[config.mk]
export PLATFORM = sky130hd
export DESIGN_NAME = aes_block_packer
export DESIGN_NICKNAME = d
export VERILOG_FILES = /design/src/rtl/aes_block_packer.sv
export SDC_FILE = /design/constraint.sdc
export NUM_CORES = 1
export LEC_CHECK = 0
export BUFFER_PORTS_ARGS = -buffer_cell sky130_fd_sc_hd__buf_4
export CORE_MARGIN = 2
export CORE_UTILIZATION = 40
export CTS_CLUSTER_DIAMETER = 200
export DETAILED_ROUTE_END_ITERATION = 7
export GPL_TIMING_DRIVEN = 0
export PLACE_DENSITY_LB_ADDON = 0.25
export SLEW_MARGIN = 20
export SYNTH_ARGS = -nofsm -noshare
export SYNTH_HDL_FRONTEND = slang
export SYNTH_SLANG_ARGS = --single-unit
[constraint.sdc]
create_clock -name clk_i -period 2.99 [get_ports clk_i]
set_clock_uncertainty 0.2 [all_clocks]
set_input_delay 0.897 -clock clk_i [delete_from_list [all_inputs] [get_ports clk_i]]
set_output_delay 0.897 -clock clk_i [all_outputs]
set_load 0.01 [all_outputs]
[src/rtl/aes_block_packer.sv]
// Packs 32-bit plaintext words into 128-bit AES blocks, zero-pads a final short block,
// and buffers completed blocks in a small FIFO in front of the encryptor.
module aes_block_packer #(
  parameter int WORD_W  = 32,
  parameter int BLOCK_W = 128,
  parameter int DEPTH   = 2
) (
  input  logic                       clk_i,
  input  logic                       rst_n_i,
  input  logic [WORD_W-1:0]          word_i,
  input  logic                       word_valid_i,
  input  logic                       word_last_i,
  output logic                       word_ready_o,
  output logic [BLOCK_W-1:0]         block_o,
  output logic [2:0]                 block_words_o,
  output logic                       block_valid_o,
  input  logic                       block_ready_i,
  output logic [$clog2(DEPTH+1)-1:0] fill_o
);

  localparam int PTR_W  = $clog2(DEPTH);
  localparam int FILL_W = $clog2(DEPTH+1);
  localparam int NWORDS = BLOCK_W / WORD_W;

  logic [1:0]         r_idx;
  logic [BLOCK_W-1:0] r_asm;
  logic [BLOCK_W-1:0] r_mem_data [DEPTH];
  logic [2:0]         r_mem_words [DEPTH];
  logic [PTR_W-1:0]   r_wr_ptr;
  logic [PTR_W-1:0]   r_rd_ptr;
  logic [FILL_W-1:0]  r_fill;

  logic               w_accept;
  logic               w_complete;
  logic               w_pop;
  logic [BLOCK_W-1:0] w_block;
  logic [2:0]         w_words;

  assign word_ready_o  = (r_fill < FILL_W'(DEPTH));
  assign block_valid_o = (r_fill != '0);
  assign fill_o        = r_fill;
  assign block_o       = block_valid_o ? r_mem_data[r_rd_ptr] : '0;
  assign block_words_o = block_valid_o ? r_mem_words[r_rd_ptr] : '0;

  assign w_accept   = word_valid_i & word_ready_o;
  assign w_complete = w_accept & ((r_idx == 2'd3) | word_last_i);
  assign w_pop      = block_valid_o & block_ready_i;
  assign w_words    = {1'b0, r_idx} + 3'd1;

  // Slots below idx come from the assembly register, slot idx takes the new word,
  // slots above idx are forced to zero so a padded block carries no residue.
  genvar gi;
  generate
    for (gi = 0; gi < NWORDS; gi++) begin : g_slot
      localparam logic [1:0] SLOT = 2'(gi);
      assign w_block[BLOCK_W-1-gi*WORD_W -: WORD_W] =
        (r_idx == SLOT) ? word_i :
        (r_idx > SLOT)  ? r_asm[BLOCK_W-1-gi*WORD_W -: WORD_W] : '0;
    end
  endgenerate

  always_ff @(posedge clk_i or negedge rst_n_i) begin
    if (!rst_n_i) begin
      r_idx    <= '0;
      r_asm    <= '0;
      r_wr_ptr <= '0;
      r_rd_ptr <= '0;
      r_fill   <= '0;
      for (int i = 0; i < DEPTH; i++) begin
        r_mem_data[i]  <= '0;
        r_mem_words[i] <= '0;
      end
    end else begin
      if (w_accept) begin
        if (w_complete) begin
          r_idx                  <= '0;
          r_asm                  <= '0;
          r_mem_data[r_wr_ptr]   <= w_block;
          r_mem_words[r_wr_ptr]  <= w_words;
          r_wr_ptr               <= r_wr_ptr + PTR_W'(1);
        end else begin
          r_idx <= r_idx + 2'd1;
          r_asm <= w_block;
        end
      end
      if (w_pop) begin
        r_rd_ptr <= r_rd_ptr + PTR_W'(1);
      end
      case ({w_complete, w_pop})
        2'b10:   r_fill <= r_fill + FILL_W'(1);
        2'b01:   r_fill <= r_fill - FILL_W'(1);
        default: r_fill <= r_fill;
      endcase
    end
  end

endmodule

Yosys cells after proc, flatten, opt, wreduce, memory -nomap -nowiden

Cells that the tools add are included.

ROM bits: 0
Memories: 0
RAM bits: 0
Word-level logic and storage cells: 64
Output and inout bits: 135
Latch bits: 0
Input bits: 37
Register bits: 396

Add/sub/neg operators: 6
Equal/unequal tests: 5
Mux-type cells: 25
Shifts and indexed selects: 0
Bitwise logic cells: 6
Order comparisons: 8
Divide/modulo/power cells: 0
Reductions and logical operators: 5
Multipliers: 0

Operators with widths:

| operator            | count |
|---|---|
| $mux 128            | 6 |
| $bwmux 256          | 1 |
| $mux 32             | 8 |
| $demux 128 s1       | 1 |
| $mux 3              | 5 |
| $bwmux 6            | 1 |
| $eq 2x2->1 const B  | 3 |
| $add 2x1->2 const B | 2 |
| $eq 2x1->1 const B  | 2 |
| $ge 2x2->1 const B  | 2 |
| $gt 2x1->1 const B  | 2 |
| $gt 2x2->1 const B  | 2 |
| $not 1->2           | 2 |
| $pmux 2 s2          | 1 |
| $reduce_bool 2->1   | 2 |
| $add 2x1->3 const B | 1 |
| $and 1x1->1         | 3 |
| $demux 3 s1         | 1 |
| $add 1x1->1 const B | 2 |
| $logic_not 2->1     | 1 |
| $lt 2x1->1 const B  | 1 |
| $lt 2x2->1 const B  | 1 |
| $mux 2              | 1 |
| $reduce_and 2->1    | 1 |
| 3 further kinds     | 3 |

Depth between registers and ports, before layout

Gate-level depths: netlist of the first run.

Depth in word-level cells: 6
Depth in mapped cells: 8
Gate-level depth less buffers: 7

Worst setup path before layout of the first run

Ideal clock, no wire load.

Path kind: reg-to-output
From: register r_fill[0], in the netlist fill_o[0]
To: output port block_o[100]
Cell stages (with the launch flop): 5
Slack: 0.529 ns
Required time: 1.893 ns
Buffers on the path: 2
Arrival time: 1.364 ns
Cells stage by stage: dfrtp_1 > nor2_1 > clkbuf_1 > clkbuf_1 > nor2_1

Word-level cells in the longest chain between the ends: 2

Ends and longest elaborated chain:

| what                   | line | source |
|---|---|---|
| from (decl)            | 31   | `logic [FILL_W-1:0] r_fill;` |
| from (signal assigned) | 90   | `2'b10: r_fill <= r_fill + FILL_W'(1);` |
| from (signal assigned) | 91   | `2'b01: r_fill <= r_fill - FILL_W'(1);` |
| from (signal assigned) | 92   | `default: r_fill <= r_fill;` |
| $reduce_bool 2->1      | 40   | `assign block_valid_o = (r_fill != '0);` |
| $mux 128               | 42   | `assign block_o = block_valid_o ? r_mem_data[r_rd_ptr] : '0;` |
| to (decl)              | 14   | `output logic [BLOCK_W-1:0] block_o,` |

Every way passes these cells.

Final worst setup path of the first run

From: register r_rd_ptr
To: output port block_o[76]

Word-level cells in the longest chain between the ends: 5

Ends and longest elaborated chain:

| what                                         | line | source |
|---|---|---|
| from (decl)                                  | 30   | `logic [PTR_W-1:0] r_rd_ptr;` |
| from (signal assigned)                       | 87   | `r_rd_ptr <= r_rd_ptr + PTR_W'(1);` |
| $not 1->2 (not written as such)              | 42   |  |
| $mux 128 (not written as such) (3 in series) | 42   |  |
| $mux 128                                     | 42   |  |

Every way passes these cells. The select of a mux whose other input is x is not followed.

==> results of run 1 <==
critical path, delay by kind of cell, from the launching register on:
kind	cells	cell delay, ns
flops	1	0.46
buf+inv	3	0.56
simple gates	1	0.06
mux	1	0.29
through the flow:
| step | TNS (ns) | instances | hold slack (ns) | setup WS [ns] |
|---|---|---|---|---|
| 6_report | -0.0355 | 2026 | 0.102 | -0.0179 |
| 3_3_place_gp | -1012.80 | 1955 | 0.266 | -2.60 |
| 4_1_cts | -0.0780 | 2027 | 0.106 | -0.0128 |
| 2_1_floorplan | 0 | 1252 | 0.257 | 0.529 |
| 3_5_place_dp | -81.84 | 1959 | 0.274 | -1.10 |
| 5_1_grt | -1.43 | 2026 | 0.135 | -0.0579 |
cell usage after synthesis, types with 2 or more instances:
cell type and number:
a22o_1 159, and2_1 33, and3_1 3, buf_2 35
buf_4 2, buf_6 18, clkbuf_1 46, dfrtp_1 364
ha_1 5, inv_1 4, mux2_1 180, mux2_2 114
mux2i_1 131, nand2_1 3, nand3_1 2, nor2_1 134
nor2b_1 3, o21ai_0 3, xnor2_1 4
power breakdown:
part | total [W] | internal, W | switching, W
clock network | 0.00488 | 0.00294 | 0.00195
logic | 0.00812 | 0.00401 | 0.00411
registers | 0.00750 | 0.00656 | 0.000941
final timing paths:
kind	from	to	slack, ns	cells past startpoint
min in group clk_i	r_mem_data[162]$_DFFE_PN0P_	r_mem_data[162]$_DFFE_PN0P_	0.28	1
max in group asynchronous	rst_n_i	r_mem_data[23]$_DFFE_PN0P_	0.94	4
worst min-delay path	rst_n_i	r_mem_data[218]$_DFFE_PN0P_	0.10	1
worst max register to register	r_idx[0]$_DFFE_PN0P_	r_mem_data[57]$_DFFE_PN0P_	0.46	7
worst min register to register	r_mem_data[162]$_DFFE_PN0P_	r_mem_data[162]$_DFFE_PN0P_	0.28	1
worst max-delay path	r_rd_ptr$_DFFE_PN0P_	block_o[76]	-0.02	5
cell type report:
type | instances | area, um^2
inverter | 4 | 15.0
sequential | 364 | 9110
clock inverter | 11 | 138
timing repair buffer | 178 | 1420
buffer | 99 | 746
clock buffer | 57 | 1160
tap | 532 | 666
fill | 3670 | 20500
multi-input combinational | 781 | 7180
cells by family after synthesis:
group,synth area share [%]
AOI/OAI and AO/OA,8.55
adders and majority gates,0.376
DFF,54.7
xor gates and xnor gates,0.263
muxes,27.7
buffers and inverters,3.54
and+or+nand+nor,4.84
layer usage:
metal  routed length (um)  vias to the layer above  track usage, %
met1                20200                     5663            28.3
met5                   15                        -               0
met4                 1060                        2            5.70
li1                     -                     4916               -
met2                21000                      245            33.3
met3                 1650                       72            2.88
registers in the layout, summed over array words and instances (netlist names):
register / count
r_mem_data: 256
r_asm: 96
r_mem_words: 6
fill_o: 2
r_idx: 2
r_rd_ptr: 1
r_wr_ptr: 1
what timing repair did:
item	4_1_cts	5_1_grt
hold buffers	0	0
pin swaps	1	0
resized for setup	86	26
setup buffers	3	0
endpoints found under the setup margin	132	67
==> results.txt, run 1 <==
The cell area power density came out at 1000 nW/um^2. The global routing usage summed across all routing layers came out at 20.3%. In this run the count of I/O pins placed on the die edge is 172. Dividing the detail-routed wire length by the instance count gives 21.7 um.

Leaving out fill and tap cells, the most frequent cells in the layout are dfrtp_1, buf_4, mux2_1, a22o_1, nor2_1. The number of global-route vias before repair was 11500. Cells fill 49.9% of the core in the end. The run gives 0 as the number of DRC violations after detailed routing.

The die extent in x is 208 um, and the data arrival time of the critical path is 1.91 ns. For the final instance area, the log shows 20400 um^2. The category of the worst setup path launch point is a flop. The flow ran to the end, but the final reports show violations.

Of the post-synthesis cell area, the dominant cell type holds 54.7%. The number of core rows is 74. Setup repair after global routing could not meet its margin everywhere. The area enclosed by the die boundary was 43300 um^2.

The synthesized design spends more area on one cell type than any other, namely dfrtp_1. The tools report the root buffer cell as clkbuf_16. The detail route stage leaves a number of antenna-violating nets equal to 0. Once placement finished, the instance area stood at 18700 um^2. The shortest period the worst path allows is 3.01 ns. Critical-path cell with the highest stage delay: dfrtp_2.

The checks that failed: negative setup slack. The flip-flop cell with the highest count after synthesis was dfrtp_1. The post-synthesis average cell area works out to 13.3 um^2.

Traced cell by cell, the critical path runs through buf_12 > buf_8 > mux2i_4 > nor2_1 > buf_4. Data on the critical path is required at its endpoint by 1.89 ns. For the final setup violation count, the log shows 5. Summed over all layers, the routed wires come to 43900 um.

By area the synthesized netlist is led by dfrtp_1, mux2_1, a22o_1. For the pin with the worst max-slew slack, the measured transition is 0.617 ns. The area of the mapped netlist came out at 16700 um^2.

Summed over all cells, the static leakage comes to 10.3 nW. The tools report the final critical-path setup slack as -0.0179 ns. Counting the buffers created by CTS gives 40.

The wire-length estimate of the detail-placed layout is 31500 um. The number of hold-slack violations in the final timing report is 0, and the count of buffers inserted at the top-level ports is 171. The tools report the wire length of the first global-routing pass as 68300 um. The post-synthesis register bit count came out at 364. Delay of the slowest cell on the worst path: 0.46 ns. The number of nets handed over by synthesis was 1294.

The pre-antenna-repair detailed-routing pass consisted of 6 iterations. The total via count after detailed routing was 10900; the global placer's final weighted congestion was 0.759. The worst-case IR drop observed on VDD is 0.597 mV.

The number of clock sinks seen by CTS came out at 364. Overall power consumption: 0.0205 W. The fraction of synthesis flops using an asynchronous set or reset pin was 100%; the total overflow reported by the global router was 0.

Total of warnings raised by yosys: 0. The tool flagged a number of max-cap violations equal to 0. The number of max-slew violations in the final report is 0, and the area growth from synthesis to layout is 22.7%. The run gives 58.9% as the remaining max-slew budget at the tightest pin.

For this run, the register share of the synthesized area comes to 54.7%. Of all nets on the critical path, the largest fanout is 10. The tools report the maximum clock frequency as 332 MHz. The worst setup path is captured at a primary output. After clock tree synthesis, the clock-pin slew on the worst setup and hold paths is 0.06 ns.

The logs give 3 for the number of buffers between clock root and the deepest sink and 0 for the number of diodes. For the placeable core area, the log shows 40900 um^2. The layout net count is 1510, and the maximum level of the CTS H-tree is 2. Entering global routing, the biggest net connects 100 pins. TritonCTS built the clock tree. The average vias per placed instance was 5.38; the number of antenna violations at the first check in global routing was 1. The library cell used most frequently in the layout, excluding fill and tap cells, is dfrtp_1. After layout, the worst path uses 101% of the clock period. The share of cells above drive strength 1 was 30.4%; the number of distinct standard cells referenced by the synthesized netlist was 28. Synthesis produced a netlist whose cell count is 1252.

The critical path is of the flop to primary output type. In this run the worst hold path is classified as primary input to asynchronous set/reset pin. The iteration-0 DRC count of the detailed router is 541, and the clock latency reported for the late side of the worst-skew pair is 0.53 ns. The die outline height was 208 um; the number of enable flip-flop cells after synthesis was 0. The tools report the effective utilization at floorplan as 40.7%.
Note: power is estimated with default switching activity, not from simulation.
==> inputs of run 2 (changes only) <==
==> constraint.sdc (replaced) <==
create_clock -name clk_i -period 3.26 [get_ports clk_i]
set_clock_uncertainty 0.2 [all_clocks]
set_input_delay 0.978 -clock clk_i [delete_from_list [all_inputs] [get_ports clk_i]]
set_output_delay 0.978 -clock clk_i [all_outputs]
set_load 0.01 [all_outputs]
==> run 2 against run 1 <==
Utilization is 0.70 points lower. Final area is 1.4% lower. Count of clock-buffer cells in the layout stayed put. First-iteration DRC count is 2.2% lower. Highest routed layer unchanged. Via count is 0.33% lower. Routed wire length hardly changed. Sequential power is 9.3% lower. The flow now finishes without violations. Largest cell class unchanged. Critical path depth stayed put. Combinational power is 13% lower.
==> results.txt, run 2 (synthesis gave the netlist of run 1 again) <==
STA classifies the critical path endpoint as a primary output. The area growth from synthesis to layout works out to 21.0%. TritonCTS built the clock tree. Setup repair after global routing left no endpoint under its margin. The share of cells above drive strength 1 works out to 29.1%. Dividing the detail-routed wire length by the instance count gives 21.6 um. The number of antenna violations at the first check in global routing was 1.

The reported leakage power is 10.3 nW, and the shortest period the worst path allows is 3.19 ns. Clock tree synthesis found a total of 364 sinks. The congestion estimate from routability-driven global placement came to 0.759.

For the worst setup path, the data required time is 2.08 ns. The effective utilization at floorplan is 40.7%. For the number of diodes, the log shows 0. The worst flop-to-flop path startpoint is r_idx[0]$_DFFE_PN0P_. Walking the worst path, the cells encountered are nor2_4 > clkbuf_8 > buf_2 > nor2_1 > buf_4. After detailed routing, the number of vias per cell comes to 5.36. The count of buffers inserted at the top-level ports is 171, and the count of pins on the block boundary is 172. The origin of the worst setup path is fill_o[1]$_DFFE_PN0P_. Static timing analysis puts the maximum clock frequency at 313 MHz.

The maximum vdd drop is 0.546 mV. At the pin with the least slew margin, the transition time is 0.625 ns. STA classifies the critical path startpoint as a flop. The die is 208 um tall.

For the number of cells after detailed placement, the log shows 1959. In the final layout, the registers with the most flip-flops are r_mem_data x256, r_asm x96, r_mem_words x6. In this run the standard cell core region covers 40900 um^2.

The cell area power density was 912 nW/um^2. The net count of the finished layout is 1512. For the iteration-0 DRC count of the detailed router, the log shows 529.

The post-route worst hold slack is 0.183 ns. The number of optimization iterations in the first detailed-route pass is 5, and the maximum level of the CTS H-tree is 2. The routed layout has 10900 vias.

Data on the critical path arrives at its endpoint at 2.01 ns. The tools report the area enclosed by the die boundary as 43300 um^2. The top cell types in the final layout, fill and taps aside, are dfrtp_1, buf_4, mux2_1, a22o_1, nor2_1.

Total of fill cells in the finished design: 3707. The total overflow left after global routing is 0. Sequential cell area in the final layout: 9110 um^2. The register with the most flip-flops in the final layout is r_mem_data. The run gives 31500 um as the placed wire-length estimate.

In this run the remaining antenna-violating nets after routing total 0. Worst setup path category: flop to primary output. The number of clock buffers inserted by TritonCTS is 40. The run gives 3 as the number of buffers between clock root and the deepest sink. The global routing usage summed across all routing layers came out at 20.3%. For the number of hold-slack violations in the final timing report, the log shows 0. The run gives 0 as the number of max-slew violations in the final report. The remaining max-slew budget at the tightest pin is 58.3%. The final critical path takes up 97.9% of the cycle. Leading cell type in the layout, fill and taps excluded: dfrtp_1. In the routed design, unresolved DRC markers number 0. The clock latency reported for the late side of the worst-skew pair is 0.53 ns, and the biggest fanout along the worst timing path is 10. The tree is rooted in a clkbuf_16.

The clock edge transition at the registers on the reported setup and hold paths is 0.06 ns. The worst hold path class is primary input to asynchronous set/reset pin. The max-capacitance violation count came out at 0. The delay of the slowest cell on the worst path is 0.48 ns, and the number of core rows is 74.

The run finished with clean final reports. Final setup violation count: 0. For the final wirelength, the log shows 43900 um.

The die is 208 um wide. The first global-routing pass estimated 68000 um of wire. Entering global routing, the biggest net connects 100 pins.

The multi-input combinational cells in the finished layout cover a total of 7010 um^2. The register with the most flip-flops in the layout has 256 of them. Leaving out filler cells and counting taps, the final layout contains 2028. The slowest stage of the critical path is the dfrtp_1 cell. The number of global-route vias before repair was 11400.
==> run 2: cell types whose count changed in the layout (fill, tap and decap cells not counted), moves of 3 or more <==
cell / delta
buf_2: +5
buf_12: -3
mux2i_1: +15
mux2i_4: -11
mux2i_2: -4
clkbuf_2: +7
buf_8: -5
clkbuf_4: -3
==> run 2: stage by stage <==
stage | setup slack, ns | util [%] | instance area [um^2] | power (W) | setup TNS [ns]
global route | 0.0155 | 49.2 | 20100 | 0.0195 | 0
finish | 0.0697 | 49.2 | 20100 | 0.0184 | 0
CTS | 0.00181 | 49.2 | 20100 | 0.0186 | 0
global placement | -2.41 | 45.5 | 18600 | 0.0137 | -925.58
floorplan | 0.718 | - | 16700 | 0.0111 | 0
detailed placement | -0.912 | 45.8 | 18700 | 0.0139 | -63.70
==> run 2: worst paths after layout <==
kind / endpoint / slack, ns / depth (start not counted)
max in group asynchronous: r_mem_data[174]$_DFFE_PN0P_ / 1.13 / 4
worst max-delay path: block_o[78] / 0.07 / 5
worst min register to register: r_mem_data[162]$_DFFE_PN0P_ / 0.28 / 1
worst max register to register: r_mem_data[57]$_DFFE_PN0P_ / 0.74 / 7
worst min-delay path: r_mem_data[90]$_DFFE_PN0P_ / 0.18 / 1
min in group clk_i: r_mem_data[162]$_DFFE_PN0P_ / 0.28 / 1
==> run 2: worst max-delay path, delay by kind of cell, from the launching register on <==
kind	cells	cell delay (ns)
DFF	1	0.48
buffers and inverters	3	0.70
and+or+nand+nor	2	0.30
==> run 2: metal layers <==
layer / global-route usage [%] / up-vias / wire length, um
met3: 2.85 / 65 / 1700
met1: 28.1 / 5641 / 20300
met5: 0 / - / 15
met2: 33.5 / 235 / 21000
li1: - / 4919 / -
met4: 5.01 / 2 / 883
==> run 2: repair_timing <==
| action | CTS | global route |
|---|---|---|
| pin swaps | 1 | 0 |
| setup endpoints to repair | 131 | 31 |
| buffers inserted | 3 | 0 |
| hold buffers | 0 | 0 |
| gates resized for setup | 36 | 9 |
==> run 2: area by class of cell <==
class	instances	area share, %
Buffer	101	3.11
Clock buffer	57	5.74
Clock inverter	11	0.683
Inverter	4	0.0745
Multi-Input combinational cell	781	34.8
Sequential cell	364	45.2
Tap cell	532	3.30
Timing Repair Buffer	178	7.07
==> run 2: report_power, final <==
part	switching (W)	total (W)	internal (W)
Sequential	0.000792	0.00680	0.00601
Combinational	0.00370	0.00709	0.00339
Clock	0.00179	0.00448	0.00269
Total	0.00628	0.0184	0.0121
==> inputs of run 3 (changes only) <==
==> constraint.sdc (replaced) <==
create_clock -name clk_i -period 3.26 [get_ports clk_i]
set_clock_uncertainty 0.2 [all_clocks]
set_input_delay 0.978 -clock clk_i [delete_from_list [all_inputs] [get_ports clk_i]]
set_output_delay 0.978 -clock clk_i [all_outputs]
set_load 0.02 [all_outputs]
==> run 3 against run 2 <==
Highest routed layer unchanged. Power is 3.0% higher. Non-clock buffer count stayed put. Sequential share of layout area hardly changed.
==> results.txt, run 3 (synthesis gave the netlist of run 1 again) <==
For this run, the slowest stage of the critical path takes 0.46 ns. The final wirelength was 43900 um. The H-tree was split into 2 levels. The count of placed standard cells in the final layout, fillers left out was 2028; the area growth from synthesis to layout was 21.0%.

The floorplan has 74 rows. The worst path needs 3.20 ns of the cycle, external delays included. In this run the deepest clock path goes through 3 buffers. After detailed routing, the number of remaining DRC violations is 0. The tools report the final setup violation count as 0. The busiest layer in global routing is met2.

Element type at the critical path end: a primary output. The floorplan step defined a die boundary enclosing 43300 um^2. In the global route stage, met3 resource usage came out at 2.85%. The library cells used most frequently in the layout, excluding fill and tap cells, are dfrtp_1, buf_4, mux2_1, a22o_1, nor2_1.

Counting flops per register, the top entry is r_mem_data. For the number of antenna violations at the first check in global routing, the log shows 1. The tools report the maximum clock frequency as 312 MHz.

For this design the total switching power over the nets is 0.00681 W. The total of fill cells in the finished design was 3706; the aggregate negative setup slack was 0 ns. For this run, the post-layout net count is 1512. The min-delay analysis places its worst path in the category primary input to asynchronous set/reset pin. After clock tree synthesis, the flow added hold-fix buffers numbering 0.

Detailed placement finished with a half-perimeter wire length of 31500 um. The worst setup path is launched from a flop. Setup repair after global routing left no endpoint under its margin. The share of power burned in combinational logic was 40.4%. The run gives 58.3% as the remaining max-slew budget at the tightest pin. The register-to-register setup slack is 0.74 ns, and the cell area power density is 939 nW/um^2. The flip-flop count of the largest register, all copies and words added works out to 256. The clock reaches the later pin of the worst-skew pair after 0.53 ns.

In the finished design, the share of the clock period the worst path needs comes to 98.2%. After floorplanning, the core was sized to cover 40900 um^2. The met2 track utilization from global routing is 33.5%, and the global placer's final weighted congestion is 0.759. After clock tree synthesis, the clock-pin slew on the worst setup and hold paths is 0.06 ns.

The routed wire length per instance is 21.6 um, and the total via count after detailed routing is 10800. At the pin with the least slew margin, the transition time is 0.625 ns. Clock tree synthesis inserted a total of 40 buffers.

The worst setup path is of the flop to primary output kind. The clock network accounts for 23.7% of the total power. The die is 208 um wide. At the worst endpoint, the arrival time is 2.02 ns. For this design the top-level I/O count stands at 172. Walking the worst path, the cells encountered are nor2_4 > clkbuf_8 > buf_2 > nor2_1 > buf_4. After detailed routing, the number of vias per cell comes to 5.35.

Leading cell type in the layout, fill and taps excluded: dfrtp_1. The post-detailed-route count of antenna-violating nets came out at 0. The tools report the final critical-path setup slack as 0.0580 ns. Across the VDD grid, the largest voltage drop is 0.636 mV.

Across the run, the number of max-cap violations was 0. The run finished with clean final reports. The die outline height works out to 208 um.

Summing all multi-input logic gate instances after layout gives 7010 um^2. STA puts the critical path data required time at 2.08 ns. The post-route netlist has 29.1% of its cells at a drive strength greater than 1.

Summed over all layers, the global routing overflow is 0. In this run, the number of DRC markers left after iteration 0 of detailed routing was 535. The initial utilization of the core area, before any placement, comes to 40.7%. For the number of hold-slack violations in the final timing report, the log shows 0. The slowest stage of the critical path belongs to the cell dfrtp_1.

The tools report the number of global-route vias before repair as 11400. The sequential cell area in the final layout was 9110 um^2. For this run, the share of the core covered by cells in the final layout is 49.2%. Buffers placed on the I/O ports in this run total 171.

The largest registers in the layout are r_mem_data x256, r_asm x96, r_mem_words x6. In this run switching power makes up 35.9% of total power. The reported leakage power came out at 10.3 nW. The number of clock sinks seen by CTS is 364.

TritonCTS built the clock tree. The tools report the root buffer cell as clkbuf_16. The design draws 0.0189 W. The share of total power in sequential cells was 35.9%.

Timing analysis after detailed placement gives a worst setup slack of -0.926 ns. The number of max-slew violations in the final report is 0. For the met1 track demand over resource in global routing, the log shows 28.1%. The biggest fanout along the worst timing path came out at 10. The number of diodes is 0. For this run, the total global-route usage over all layers was measured as 20.3%. The tools report the design internal power as 0.0121 W. The wire length of the first global-routing pass is 68000 um, and the number of cells after detailed placement is 1959. The logs give 5 for the number of optimization iterations in the first detailed-route pass and 100 for the pin count of the biggest net entering global routing.
## run 3: changes by cell type in the layout (fill, tap and decap cells not counted)
cell     previous run  this run
dfrtp_2             1         2
buf_4             181       180
nor2_1            128       129
nor2_2              5         4
dfrtp_1           363       362
buf_6              21        22
## run 3: power by group through the flow
stage,sequential (W),clock (W),combinational [W]
floorplan,0.00662,0,0.00496
global placement,0.00674,0,0.00746
detailed placement,0.00682,0,0.00759
CTS,0.00678,0.00459,0.00775
global route,0.00699,0.00477,0.00825
finish,0.00680,0.00448,0.00764
## run 3: final timing paths
check                      cells past startpoint                   startpoint                          end
max in group asynchronous                      4                      rst_n_i  r_mem_data[174]$_DFFE_PN0P_
min                                            1                      rst_n_i   r_mem_data[90]$_DFFE_PN0P_
max                                            5        fill_o[0]$_DFFE_PN0P_                  block_o[78]
min in group clk_i                             1  r_mem_data[162]$_DFFE_PN0P_  r_mem_data[162]$_DFFE_PN0P_
min reg2reg                                    1  r_mem_data[162]$_DFFE_PN0P_  r_mem_data[162]$_DFFE_PN0P_
max reg2reg                                    7         r_idx[0]$_DFFE_PN0P_   r_mem_data[57]$_DFFE_PN0P_
## run 3: metal layers
layer | share of wire [%] | up-vias | routed length, um
met4 | 2.0 | 2 | 883
met5 | 0.034 | - | 15
met3 | 3.8 | 65 | 1680
met1 | 46 | 5634 | 20300
li1 | - | 4918 | -
met2 | 48 | 225 | 21000
## run 3: area by class of cell
type / instances / area share (%)
Tap cell: 532 / 3.30
Clock buffer: 57 / 5.74
Sequential cell: 364 / 45.2
Clock inverter: 11 / 0.683
Buffer: 101 / 3.12
Timing Repair Buffer: 178 / 7.07
Inverter: 4 / 0.0745
Multi-Input combinational cell: 781 / 34.8
## run 3: through the flow
stage	hold slack, ns	area (um^2)
2_1_floorplan	0.257	16700
3_3_place_gp	0.266	18600
3_5_place_dp	0.274	18700
4_1_cts	0.187	20100
5_1_grt	0.216	20200
6_report	0.182	20200
## run 3: worst max-delay path, delay by kind of cell, from the launching register on
kind | cells | cell delay (ns)
buffers and inverters | 3 | 0.72
and+or+nand+nor | 2 | 0.32
DFF | 1 | 0.46
## run 3: timing repair
action,4_1_cts,5_1_grt
gates cloned,0,0
endpoints found under the setup margin,131,35
setup buffers,3,0
resized for setup,36,10
pin swaps,1,0
